File: src/rtl/decoder_rr_arbiter.sv
// decoder_rr_arbiter: round-robin arbiter driving a 4-to-16 decoder select bus
// with break-before-make gaps and a bounded grant length.
module decoder_rr_arbiter #(
    parameter int unsigned MAX_HOLD = 8
) (
    input  logic        clk,
    input  logic        rst_n,
    input  logic [15:0] req,
    input  logic        done,
    output logic [3:0]  grant_idx,
    output logic        grant_en,
    output logic [15:0] grant_onehot,
    output logic        busy
);
    typedef enum logic {IDLE, GRANT} state_t;
    state_t      state_q, state_d;
    logic [3:0]  ptr_q, ptr_d, idx_q, idx_d, pick, j;
    logic [7:0]  hcnt_q, hcnt_d;
    logic        en_q, en_d, rel;
    logic [15:0] oh_q, oh_d;
    // Scan downward so the candidate closest to ptr wins last.
    always_comb begin
        pick = ptr_q;
        j    = ptr_q;
        for (int i = 15; i >= 0; i--) begin
            j = ptr_q + 4'(i);
            if (req[j]) pick = j;
        end
    end
    always_comb begin
        state_d = state_q;
        ptr_d   = ptr_q;
        idx_d   = idx_q;
        hcnt_d  = hcnt_q;
        en_d    = en_q;
        oh_d    = oh_q;
        rel     = !req[idx_q] || done || (hcnt_q == 8'(MAX_HOLD - 1));
        if (state_q == IDLE) begin
            if (|req) begin
                state_d = GRANT;
                idx_d   = pick;
                en_d    = 1'b1;
                oh_d    = 16'h1 << pick;
                hcnt_d  = '0;
            end
        end else if (rel) begin
            state_d = IDLE;
            en_d    = 1'b0;
            oh_d    = '0;
            ptr_d   = idx_q + 4'd1;
        end else begin
            hcnt_d = hcnt_q + 8'd1;
        end
    end
    always_ff @(posedge clk or negedge rst_n) begin
        if (!rst_n) begin
            state_q <= IDLE;
            ptr_q   <= '0;
            idx_q   <= '0;
            hcnt_q  <= '0;
            en_q    <= 1'b0;
            oh_q    <= '0;
        end else begin
            state_q <= state_d;
            ptr_q   <= ptr_d;
            idx_q   <= idx_d;
            hcnt_q  <= hcnt_d;
            en_q    <= en_d;
            oh_q    <= oh_d;
        end
    end
    assign grant_idx    = idx_q;
    assign grant_en     = en_q;
    assign grant_onehot = oh_q;
    assign busy         = en_q;
endmodule

File: config.mk
export PLATFORM = sky130hd
export DESIGN_NAME = decoder_rr_arbiter
export DESIGN_NICKNAME = d
export VERILOG_FILES = /design/src/rtl/decoder_rr_arbiter.sv
export SDC_FILE = /design/constraint.sdc
export NUM_CORES = 1
export LEC_CHECK = 0
export CAP_MARGIN = 20
export CORE_UTILIZATION = 45
export DETAILED_ROUTE_END_ITERATION = 12
export PLACE_DENSITY = 0.65
export SYNTH_ARGS = -nofsm -noshare
export SYNTH_HDL_FRONTEND = slang
export SYNTH_SLANG_ARGS = --single-unit
File: constraint.sdc
create_clock -name clk -period 4.85 [get_ports clk]
set_input_delay 0.97 -clock clk [delete_from_list [all_inputs] [get_ports clk]]
set_output_delay 0.97 -clock clk [all_outputs]
set_load 0.005 [all_outputs]
==> out/results.ini <==
[cells_and_area]
nets=476
fin_area_um2=4670
areaGrowthSynthToFinish_pct=13.9
antenna_cells=0
num-fill-cells=774
fin_cells=556
drive_gt1_frac=0.183

[clocking]
cts_buffers=5
clk_latency_ns=0.27
htreeDepth=2
cts_num_sinks=34
cts_root_buf=clkbuf_8
cts-hold-fix-buffers=0
ctsResizeCount=0
clk_pin_slew_ns=0.06
clk_path_buf_depth=2
cts_tree=built
post_cts_buffers=0

[place]
place_congestion=0.944
port_buffers=40
hpwl_mm=8.87
place_area_um2=4590
place_inst=549

[route]
drt-vias-per-instance=6.57
post-route-drc-count=0
routedWlPerCell_um=21.1
vias=3653
wl_mm=11.7
drt_first_pass_iters=5
ant_nets=0
first_iter_violations=340

[global_routing]
grt_first_pass_wirelength_mm=19.5
grt_pass1_vias=3654
grt_use_total=0.257
antenna_found_initial=0
overflow=0
grt_max_degree=37

[synth]
synthFlopType=dfrtp_1
avgSynthCellArea_um2=9.83
ys_seq_area_frac=0.208
ys_warn_count=0
ys_ff_latch=34
synth_nets=445
synthCells=417
synth_cell_types=67
ys_async_sr_fraction=1.00
synth_edf_count=0
synth_area_um2=4100

[outcome]
status=completed

[die]
fp.dieH_um=97.5
dieWidth_um=97.5
initial_core_util=0.468
io-pin-count=41
dieArea_um2=9500
row_count=34
core_um2=8760

[sta]
hold_viol=0
min_period_ns=4.21
max_freq_ghz=0.238
relSlewSlack=0.353
holdWs_ns=0.499
fin_skew_ns=0.00421
period_share=0.867
tns_ns=0
slew_viol_final=0
rsz0062_at_grt=no
setup-violations-final=0
tightest_slew_ns=0.958

[setup_path]
reg2reg_slack_ns=0.77
critPathLaunchType=input pin
endpoint_kind=register
slowest_delay_ns=0.64
cp_max_fo=12
cp_slowest_cell=mux4_2
arrival_ns=4.37
path_cells=clkdlybuf4s50_1 > mux4_2 > mux4_2 > a211oi_2 > o221ai_1 > a211oi_1 > o21ai_1 > o21ai_1 > nor3_1 > a22o_1
cp.required_ns=5.01
critPathKind=input pin to register

[worst_hold_path]
hold_path.class=register to register

[run]
max-cap-violations=0

-- flip-flops by register name (all words and copies together), names as in the netlist --
signal and cells:
hcnt_q 8, busy 1, grant_onehot 16, state_q 1
grant_idx 4, ptr_q 4
-- layout by cell type (no fill, tap or decap), types with 11 or more instances in the layout --
cell             Yosys  layout
dfrtp_1             34      34
nor2_1              25      25
nand2_1             43      43
clkdlybuf4s50_1      0      40
mux2i_1             29      29
buf_4                1      14
a21oi_1             15      15
o21ai_0             13      13
a22o_1              11      11
mux2_2              16      16
nand3_1             15      15
xnor2_1             15      15
o21ai_1             13      13
mux4_2              37      37
-- layer usage --
layer	global-route usage	wire length [µm]	vias up
li1	-	-	1680
met1	0.365	5270	1793
met2	0.406	5420	156
met3	0.0396	761	24
met4	0.0769	287	0
met5	0	0	-
-- synthesized netlist by cell type, types with 11 or more instances --
cell / count / area, µm²
mux4_2: 37 / 833
o21ai_0: 13 / 65.1
clkbuf_1: 16 / 60.1
dfrtp_1: 34 / 851
nand3_1: 15 / 75.1
mux2_2: 16 / 180
xnor2_1: 15 / 131
o21ai_1: 13 / 65.1
nand2_1: 43 / 161
a22o_1: 11 / 96.3
nor2_1: 25 / 93.8
mux2i_1: 29 / 290
a21oi_1: 15 / 75.1
-- per-stage QoR --
step,util,setup slack (ns)
final,0.533,0.643
after global routing,0.533,0.432
after CTS,0.533,0.710
after detailed placement,0.524,0.423
after global placement,0.524,0.447
after floorplan,-,0.665
-- area by class of cell --
type | count | area (µm²) | share of cell area
sequential | 34 | 851 | 0.182
timing repair buffer | 54 | 505 | 0.108
tap | 108 | 135 | 0.0289
multi-input combinational | 342 | 3060 | 0.655
clock buffer | 7 | 76.3 | 0.0163
inverter | 11 | 41.3 | 0.00884
-- worst max-delay path, delay by kind of cell --
kind | cells | cell delay (ns)
AO/OA/AOI/OAI | 6 | 1.46
buffers and inverters | 1 | 0.61
multiplexers | 2 | 1.18
AND/OR/NAND/NOR | 1 | 0.14
-- cell families (layout without fill, tap and decap cells) --
| family | Yosys count | in the layout | synth area share |
|---|---|---|---|
| and+or+nand+nor | 119 | 119 | 0.138 |
| AOI/OAI and AO/OA | 103 | 103 | 0.182 |
| muxes | 87 | 87 | 0.345 |
| buffers and inverters | 41 | 72 | 0.0464 |
| DFF | 34 | 34 | 0.208 |
| xor gates and xnor gates | 24 | 24 | 0.0531 |
| adders and majority gates | 9 | 9 | 0.0275 |
-- worst paths after layout --
check | startpoint | endpoint | cells past startpoint
max in group asynchronous | rst_n | hcnt_q[6] | 2
hold reg to reg | hcnt_q[0] | hcnt_q[0] | 1
setup / recovery | req[3] | grant_onehot[12] | 10
setup reg to reg | ptr_q[0] | grant_onehot[12] | 12
hold / removal | hcnt_q[0] | hcnt_q[0] | 1
min in group asynchronous | rst_n | grant_onehot[7] | 2
Power is left out: the tool's default activity adds up to more than one toggle a clock period on the data nets, which glitch-free logic cannot reach.
